==> src/rtl/concurrent_fifo_pkg.sv <==
// Shared defaults for the single-clock FIFO and its storage array.
package concurrent_fifo_pkg;

    localparam int DATA_WIDTH_DEF = 8;
    localparam int DEPTH_DEF      = 16;
    localparam int ADDR_WIDTH_DEF = 4;
    localparam int PTR_WIDTH_DEF  = ADDR_WIDTH_DEF + 1;

endpackage

==> src/rtl/concurrent_fifo_mem.sv <==
// DEPTH x DATA_WIDTH register array: synchronous write, registered read with enable.
module concurrent_fifo_mem
    import concurrent_fifo_pkg::*;
#(
    parameter int DATA_WIDTH = DATA_WIDTH_DEF,
    parameter int DEPTH      = DEPTH_DEF,
    parameter int ADDR_WIDTH = ADDR_WIDTH_DEF
) (
    input  logic                  clk,
    input  logic                  reset,
    input  logic                  wr_en,
    input  logic [ADDR_WIDTH-1:0] wr_addr,
    input  logic [DATA_WIDTH-1:0] wr_data,
    input  logic                  rd_en,
    input  logic [ADDR_WIDTH-1:0] rd_addr,
    output logic [DATA_WIDTH-1:0] rd_data
);

    logic [DATA_WIDTH-1:0] mem_q [DEPTH];
    logic [DATA_WIDTH-1:0] rd_data_d;
    logic [DATA_WIDTH-1:0] rd_data_q;

    always_comb begin
        rd_data_d = rd_data_q;
        if (rd_en) begin
            rd_data_d = mem_q[rd_addr];
        end
    end

    // Storage is deliberately left out of reset; only the output register clears.
    always_ff @(posedge clk) begin
        if (wr_en) begin
            mem_q[wr_addr] <= wr_data;
        end
    end

    always_ff @(posedge clk) begin
        if (reset) begin
            rd_data_q <= '0;
        end else begin
            rd_data_q <= rd_data_d;
        end
    end

    assign rd_data = rd_data_q;

endmodule

==> src/rtl/concurrent_fifo_async_top.sv <==
// Single-clock FIFO with full/empty back-pressure; the name is kept for existing instantiations.
module concurrent_fifo_async_top
    import concurrent_fifo_pkg::*;
#(
    parameter int DATA_WIDTH = DATA_WIDTH_DEF,
    parameter int DEPTH      = DEPTH_DEF,
    parameter int ADDR_WIDTH = ADDR_WIDTH_DEF
) (
    input  logic                  clk,
    input  logic                  reset,
    input  logic                  write_en,
    input  logic                  read_en,
    input  logic [DATA_WIDTH-1:0] write_data,
    output logic [DATA_WIDTH-1:0] read_data,
    output logic                  full,
    output logic                  empty
);

    localparam int PTR_W = ADDR_WIDTH + 1;

    if (DEPTH != (1 << ADDR_WIDTH)) begin : g_bad_depth
        $error("concurrent_fifo_async_top: DEPTH must equal 2**ADDR_WIDTH");
    end

    logic [PTR_W-1:0] wr_ptr_d, wr_ptr_q;
    logic [PTR_W-1:0] rd_ptr_d, rd_ptr_q;
    logic             wr_accept;
    logic             rd_accept;

    // MSB is the wrap flag: equal low bits with differing MSBs means a full lap ahead.
    assign empty = (wr_ptr_q == rd_ptr_q);
    assign full  = (wr_ptr_q[ADDR_WIDTH-1:0] == rd_ptr_q[ADDR_WIDTH-1:0]) &&
                   (wr_ptr_q[ADDR_WIDTH] != rd_ptr_q[ADDR_WIDTH]);

    assign wr_accept = write_en && !full;
    assign rd_accept = read_en && !empty;

    always_comb begin
        wr_ptr_d = wr_ptr_q + PTR_W'(wr_accept);
        rd_ptr_d = rd_ptr_q + PTR_W'(rd_accept);
    end

    always_ff @(posedge clk) begin
        if (reset) begin
            wr_ptr_q <= '0;
            rd_ptr_q <= '0;
        end else begin
            wr_ptr_q <= wr_ptr_d;
            rd_ptr_q <= rd_ptr_d;
        end
    end

    concurrent_fifo_mem #(
        .DATA_WIDTH (DATA_WIDTH),
        .DEPTH      (DEPTH),
        .ADDR_WIDTH (ADDR_WIDTH)
    ) u_mem (
        .clk     (clk),
        .reset   (reset),
        .wr_en   (wr_accept),
        .wr_addr (wr_ptr_q[ADDR_WIDTH-1:0]),
        .wr_data (write_data),
        .rd_en   (rd_accept),
        .rd_addr (rd_ptr_q[ADDR_WIDTH-1:0]),
        .rd_data (read_data)
    );

endmodule

==> config.mk <==
export PLATFORM = sky130hd
export DESIGN_NAME = concurrent_fifo_async_top
export DESIGN_NICKNAME = d
export VERILOG_FILES = /design/src/rtl/concurrent_fifo_pkg.sv /design/src/rtl/concurrent_fifo_mem.sv /design/src/rtl/concurrent_fifo_async_top.sv
export SDC_FILE = /design/constraint.sdc
export NUM_CORES = 1
export LEC_CHECK = 0
export ABC_AREA = 1
export ABC_CLOCK_PERIOD_IN_PS = 2400
export CELL_PAD_IN_SITES_DETAIL_PLACEMENT = 0
export CELL_PAD_IN_SITES_GLOBAL_PLACEMENT = 1
export CORE_MARGIN = 8
export CORE_UTILIZATION = 48
export DETAILED_ROUTE_END_ITERATION = 6
export PLACE_DENSITY_LB_ADDON = 0.08
export SYNTH_ARGS = -nofsm -noshare
export SYNTH_HDL_FRONTEND = slang
export SYNTH_SLANG_ARGS = --single-unit
==> constraint.sdc <==
create_clock -name clk -period 2.4 [get_ports clk]
set_input_delay 0.48 -clock clk [delete_from_list [all_inputs] [get_ports clk]]
set_output_delay 0.48 -clock clk [all_outputs]
set_load 0.02 [all_outputs]
==> results of run 1 <==
-- cell families (layout without fill, tap and decap cells) --
logic type	after synthesis	in the layout	synth area share [%]
AND/OR/NAND/NOR	307	307	20.4
flip-flops	146	146	66.6
buffers and inverters	125	174	8.11
AO/OA/AOI/OAI	46	46	3.73
adder cells (fa/ha/maj)	4	4	0.793
XOR/XNOR	3	3	0.416
-- layout by cell type, fill, tap and decap left out, types with 5 or more instances in the layout --
| cell type | Yosys | final |
|---|---|---|
| nor2_1 | 79 | 79 |
| clkbuf_16 | 0 | 17 |
| a21oi_1 | 12 | 12 |
| edfxtp_1 | 128 | 128 |
| inv_1 | 90 | 90 |
| inv_2 | 5 | 5 |
| clkdlybuf4s50_1 | 0 | 19 |
| nand3_1 | 59 | 59 |
| nand2_1 | 144 | 144 |
| dfxtp_1 | 18 | 15 |
| clkinv_2 | 0 | 5 |
| buf_4 | 2 | 25 |
| nor3_1 | 16 | 16 |
| o21ai_0 | 32 | 32 |
-- per-stage QoR --
stage	cells	power [mW]	area, µm²
after floorplan	631	3.43	6310
after global placement	825	3.72	6780
after detailed placement	825	3.74	6780
after CTS	856	6.47	7400
after global routing	856	6.66	7400
final	856	6.41	7400
-- worst max-delay path: stages (launching register included) --
cell	delay [ns]
dfxtp_1	0.41
inv_1	0.11
nand2_1	0.07
nand2_1	0.05
nor2_2	0.12
nand2_1	0.07
or2_4	0.24
nand2_4	0.11
buf_4	0.18
inv_2	0.04
ha_1	0.19
ha_1	0.22
nand3_1	0.10
or2_2	0.11
a21oi_1	0.05
-- routing by layer --
metal | GRT usage, % | vias up | share of wire, %
met5 | 0 | - | 0
li1 | - | 2119 | -
met3 | 3.00 | 25 | 3.3
met2 | 30.9 | 80 | 50
met4 | 8.24 | 0 | 2.0
met1 | 22.8 | 2064 | 45
-- power by group --
part / internal [mW] / switching [mW]
Clock: 1.78 / 0.959
Sequential: 2.82 / 0.0298
Combinational: 0.259 / 0.556
-- timing repair --
item,in CTS,in global routing
setup endpoints to repair,2,2
hold buffers,0,0
gates resized for setup,3,3
-- cell type report --
type / instances / area, µm² / area share, %
clock buffer: 20 / 457 / 6.17
clock inverter: 11 / 160 / 2.17
inverter: 97 / 364 / 4.92
multi-input combinational: 360 / 1600 / 21.6
sequential: 146 / 4210 / 56.9
tap: 176 / 220 / 2.98
timing repair buffer: 46 / 392 / 5.29
-- registers in the layout, summed over array words and instances (netlist names) --
name	flops
rd_ptr_q	5
u_mem.rd_data	8
u_mem.mem_q	128
wr_ptr_q	5
-- path summary, 6_finish.rpt --
kind                           from                endpoint  slack (ns)  cells past startpoint
max          wr_ptr_q[0]$_SDFF_PP0_  wr_ptr_q[4]$_SDFF_PP0_        0.21                     14
min          rd_ptr_q[4]$_SDFF_PP0_  rd_ptr_q[4]$_SDFF_PP0_        0.49                      2
max reg2reg  wr_ptr_q[0]$_SDFF_PP0_  wr_ptr_q[4]$_SDFF_PP0_        0.21                     14
min reg2reg  rd_ptr_q[4]$_SDFF_PP0_  rd_ptr_q[4]$_SDFF_PP0_        0.49                      2
==> run_results.csv, run 1 <==
group,metric,value,unit
layout,fin_nets,684,
route,num_vias,4288,
synthesis,netlist_top_cells_area,"edfxtp_1 (61%), nand2_1 (8.6%), dfxtp_1 (5.7%), inv_1 (5.4%), nor2_1 (4.7%)",
worst_setup_path,cp.arrival,2.46,ns
floorplan,dieArea,0.0171,mm²
synthesis,netlist_area,0.00631,mm²
synthesis,syn_inst,631,
timing,hold_violations,0,
synthesis,ys_seq_area_share,66.6,%
route,drc,0,
timing,fmax,456,MHz
floorplan,start_util,48.4,%
route,routed_wl,14200,µm
route,dr.pass1.iters,5,
synthesis,ys.flop_type,"edfxtp_1",
placement,portBuffers,21,
clocking,ctsRootBufferMaster,"clkbuf_16",
clocking,cts_buffers,17,
global_routing,grt_pass1_wl,22900,µm
synthesis,synth_top_area_share,60.9,%
synthesis,yosysWarnings,0,
timing,hold_ws,0.486,ns
timing,final.setup.tns,0,ns
timing,slew_viol_final,0,
placement,dp_slack,0.0548,ns
global_routing,antenna_found_initial,0,
global_routing,grt_use_total,18.3,%
timing,setup_viol,0,
route,wl_per_cell,16.6,µm
layout,layout-drive-gt1-share,10.7,%
placement,gp_congestion,0.806,
route,vias_per_cell,5.01,
global_routing,grt_start_max_net_pins,65,
synthesis,synth_top_area_cell,"edfxtp_1",
synthesis,synthArstFlopShare,0,%
synthesis,synth_seq_cells,146,
clocking,tritoncts,"done",
floorplan,die_h,131,µm
outcome,status,"complete, no violations",
worst_setup_path,crit_type,"reg2reg",
timing,timing.final.crit_share,91.4,%
clocking,clock_sinks,146,
floorplan,num_io_pins,22,
route,drtAntennaViolNets,0,
layout,syn_to_final_growth,17.2,%
synthesis,synth_area_per_cell,10.0,µm²
synthesis,synth_edf_count,128,
route,drt-initial-drc-count,274,
hold_path,hp-class,"reg2reg",
worst_setup_path,worst-path-max-fanout,9,
layout,antenna_cells,0,
floorplan,core_area,0.0130,mm²
global_routing,grt_pass1_vias,4292,
layout,final_util,56.8,%
timing,maxSlewHeadroom,32.3,%
synthesis,synth_fp_nets,647,
clocking,clk_pin_slew,0.06,ns
worst_setup_path,worst_setup_path_end_kind,"flip-flop",
placement,place_hpwl,9270,µm
floorplan,rows,42,
synthesis,synth_most_common_cell,"nand2_1",
power_and_ir_drop,p_leak,3.06,nW
timing,period_needed,2.19,ns
floorplan,die_width,131,µm
global_routing,grt.overflow.total,0,
power_and_ir_drop,peakVddDrop,0.630,mV
worst_setup_path,worstPathRequired,2.67,ns
worst_setup_path,cp-start-kind,"flip-flop",
synthesis,ys_top_cells_by_count,"nand2_1 (144), edfxtp_1 (128), inv_1 (90), nor2_1 (79), nand3_1 (59)",
timing,clock_skew,0.00829,ns
clocking,clk_latency,0.42,ns
clocking,htreeDepth,4,
synthesis,ys_types,26,
power_and_ir_drop,power_density,866,mW/mm²
timing,fin_ws,0.206,ns
timing,worst_pin_slew,1.01,ns
layout,fill_cells,1180,
clocking,cts_buffer_depth,2,
run,cap_violations,0,
timing,rsz0062_at_grt,"false",
clocking,postCtsSetupRepairBufs,0,
No activity file was read; power rests on OpenSTA's default activity.
==> run 2: changes to the inputs <==
CORE_UTILIZATION = 50   (was 48)
DONT_BUFFER_PORTS = 1   (was unset)
PLACE_DENSITY_LB_ADDON = 0.1   (was 0.08)
==> run 2 against run 1 <==
Die area is 3.5% lower. Count of clock-buffer cells in the layout is 2 lower. Cell count is 3.2% lower. Sequential share of layout area is 1.9 points higher. Critical path type is now reg2out. Critical endpoint is now full. Largest cell class unchanged. Largest power group unchanged.
==> run_results.csv, run 2 (synthesized netlist as in run 1, its figures left out) <==
group,metric,value,unit
layout,antenna_cells,0,
layout,layout-drive-gt1-share,10.0,%
hold_path,hp-class,"in2reg",
global_routing,grt_start_max_net_pins,65,
worst_setup_path,crit_type,"reg2out",
clocking,cts_buffers,17,
timing,timing.final.crit_share,93.1,%
clocking,cts_buffer_depth,2,
placement,gp_congestion,0.883,
timing,worst_pin_slew,0.673,ns
worst_setup_path,worst-path-max-fanout,7,
worst_setup_path,cp-start-kind,"flip-flop",
clocking,htreeDepth,4,
timing,setup_viol,0,
timing,final.setup.tns,0,ns
layout,syn_to_final_growth,13.4,%
outcome,status,"complete, no violations",
floorplan,num_io_pins,22,
timing,maxSlewHeadroom,55.1,%
hold_path,min_from,"reset",
clocking,postCtsSetupRepairBufs,0,
timing,fmax,448,MHz
placement,place_hpwl,9170,µm
floorplan,start_util,50.6,%
timing,clock_skew,0.00787,ns
floorplan,die_h,128,µm
clocking,ctsRootBufferMaster,"clkbuf_16",
clocking,clk_pin_slew,0.06,ns
timing,hold_violations,0,
clocking,clock_sinks,146,
floorplan,dieArea,0.0165,mm²
power_and_ir_drop,peakVddDrop,0.535,mV
route,dr.pass1.iters,4,
timing,period_needed,2.23,ns
route,drt-initial-drc-count,308,
layout,regMostFlops,"u_mem.mem_q",
power_and_ir_drop,power_density,874,mW/mm²
worst_setup_path,worstPathRequired,1.92,ns
global_routing,antenna_found_initial,0,
clocking,cts_hold_buf,0,
route,drc,0,
worst_setup_path,startpoint,"wr_ptr_q[2]$_SDFF_PP0_",
timing,slew_viol_final,0,
layout,layout.cells.most_common,"nand2_1",
route,wl_per_cell,17.4,µm
clocking,cts_resized,0,
global_routing,grt_use_total,18.8,%
placement,dp_slack,0.250,ns
global_routing,grt_pass1_wl,22500,µm
worst_setup_path,timing.rr.start,"wr_ptr_q[2]$_SDFF_PP0_",
worst_setup_path,cp.arrival,1.75,ns
worst_setup_path,worst_setup_path_end_kind,"output port",
layout,largest_reg_flops,128,
timing,rsz0062_at_grt,"false",
floorplan,die_width,128,µm
run,cap_violations,0,
timing,fin_ws,0.165,ns
floorplan,rows,41,
placement,portBuffers,0,
route,num_vias,4168,
global_routing,grt_pass1_vias,4185,
layout,fin_nets,662,
clocking,clk_latency,0.42,ns
global_routing,grt.overflow.total,0,
power_and_ir_drop,p_leak,2.96,nW
route,routed_wl,14500,µm
route,vias_per_cell,5.03,
layout,fill_cells,1100,
route,drtAntennaViolNets,0,
clocking,tritoncts,"done",
layout,mostFrequentLayoutCells,"nand2_1 (144), edfxtp_1 (128), inv_1 (90)",
floorplan,core_area,0.0125,mm²
==> run 2: power breakdown <==
part	internal (mW)	switching, mW	total (mW)	leakage (nW)
clock	1.71	0.969	2.68	0.286
combinational	0.197	0.487	0.685	1.37
sequential	2.82	0.0624	2.89	1.30
==> run 2: cell type report <==
cell class                      count  area (µm²)  share of cell area (%)
Clock inverter                     12         166                    2.33
Multi-Input combinational cell    360        1600                    22.3
Clock buffer                       18         429                    6.00
Inverter                           97         364                    5.09
Timing Repair Buffer               24         180                    2.52
Tap cell                          172         215                    3.01
Sequential cell                   146        4210                    58.8
==> run 2: metrics by stage <==
| step | power [mW] | instances | area [µm²] | hold WS, ns | utilization, % |
|---|---|---|---|---|---|
| 2_1_floorplan | 3.43 | 631 | 6310 | 0.465 | - |
| 3_3_place_gp | 3.62 | 799 | 6560 | 0.485 | 52.6 |
| 4_1_cts | 6.29 | 829 | 7160 | 0.110 | 57.4 |
| 6_report | 6.25 | 829 | 7160 | 0.129 | 57.4 |
| 3_5_place_dp | 3.63 | 799 | 6560 | 0.485 | 52.6 |
| 5_1_grt | 6.49 | 829 | 7160 | 0.111 | 57.4 |
==> run 2: routing by layer <==
layer / vias up / wire, µm / part of all wire (%) / global-route usage, %
met5: - / 0 / 0 / 0
met4: 0 / 298 / 2.1 / 9.51
met3: 18 / 697 / 4.8 / 4.05
met2: 96 / 7300 / 51 / 31.5
met1: 1980 / 6160 / 43 / 22.4
li1: 2074 / - / - / -
==> run 2: worst paths after layout <==
kind                       endpoint  slack, ns  cells after the start
max reg2reg  wr_ptr_q[4]$_SDFF_PP0_       0.24                     13
min          rd_ptr_q[0]$_SDFF_PP0_       0.13                      1
max                            full       0.17                      7
min reg2reg  wr_ptr_q[4]$_SDFF_PP0_       0.50                      2
==> run 2: critical path, stage by stage, from the launching register on <==
cell and delay, ns:
dfxtp_1 0.45, clkinv_1 0.15, nand2_1 0.09, nand2_2 0.06
nor2_4 0.11, nand2_1 0.06, or2_4 0.24, inv_1 0.18
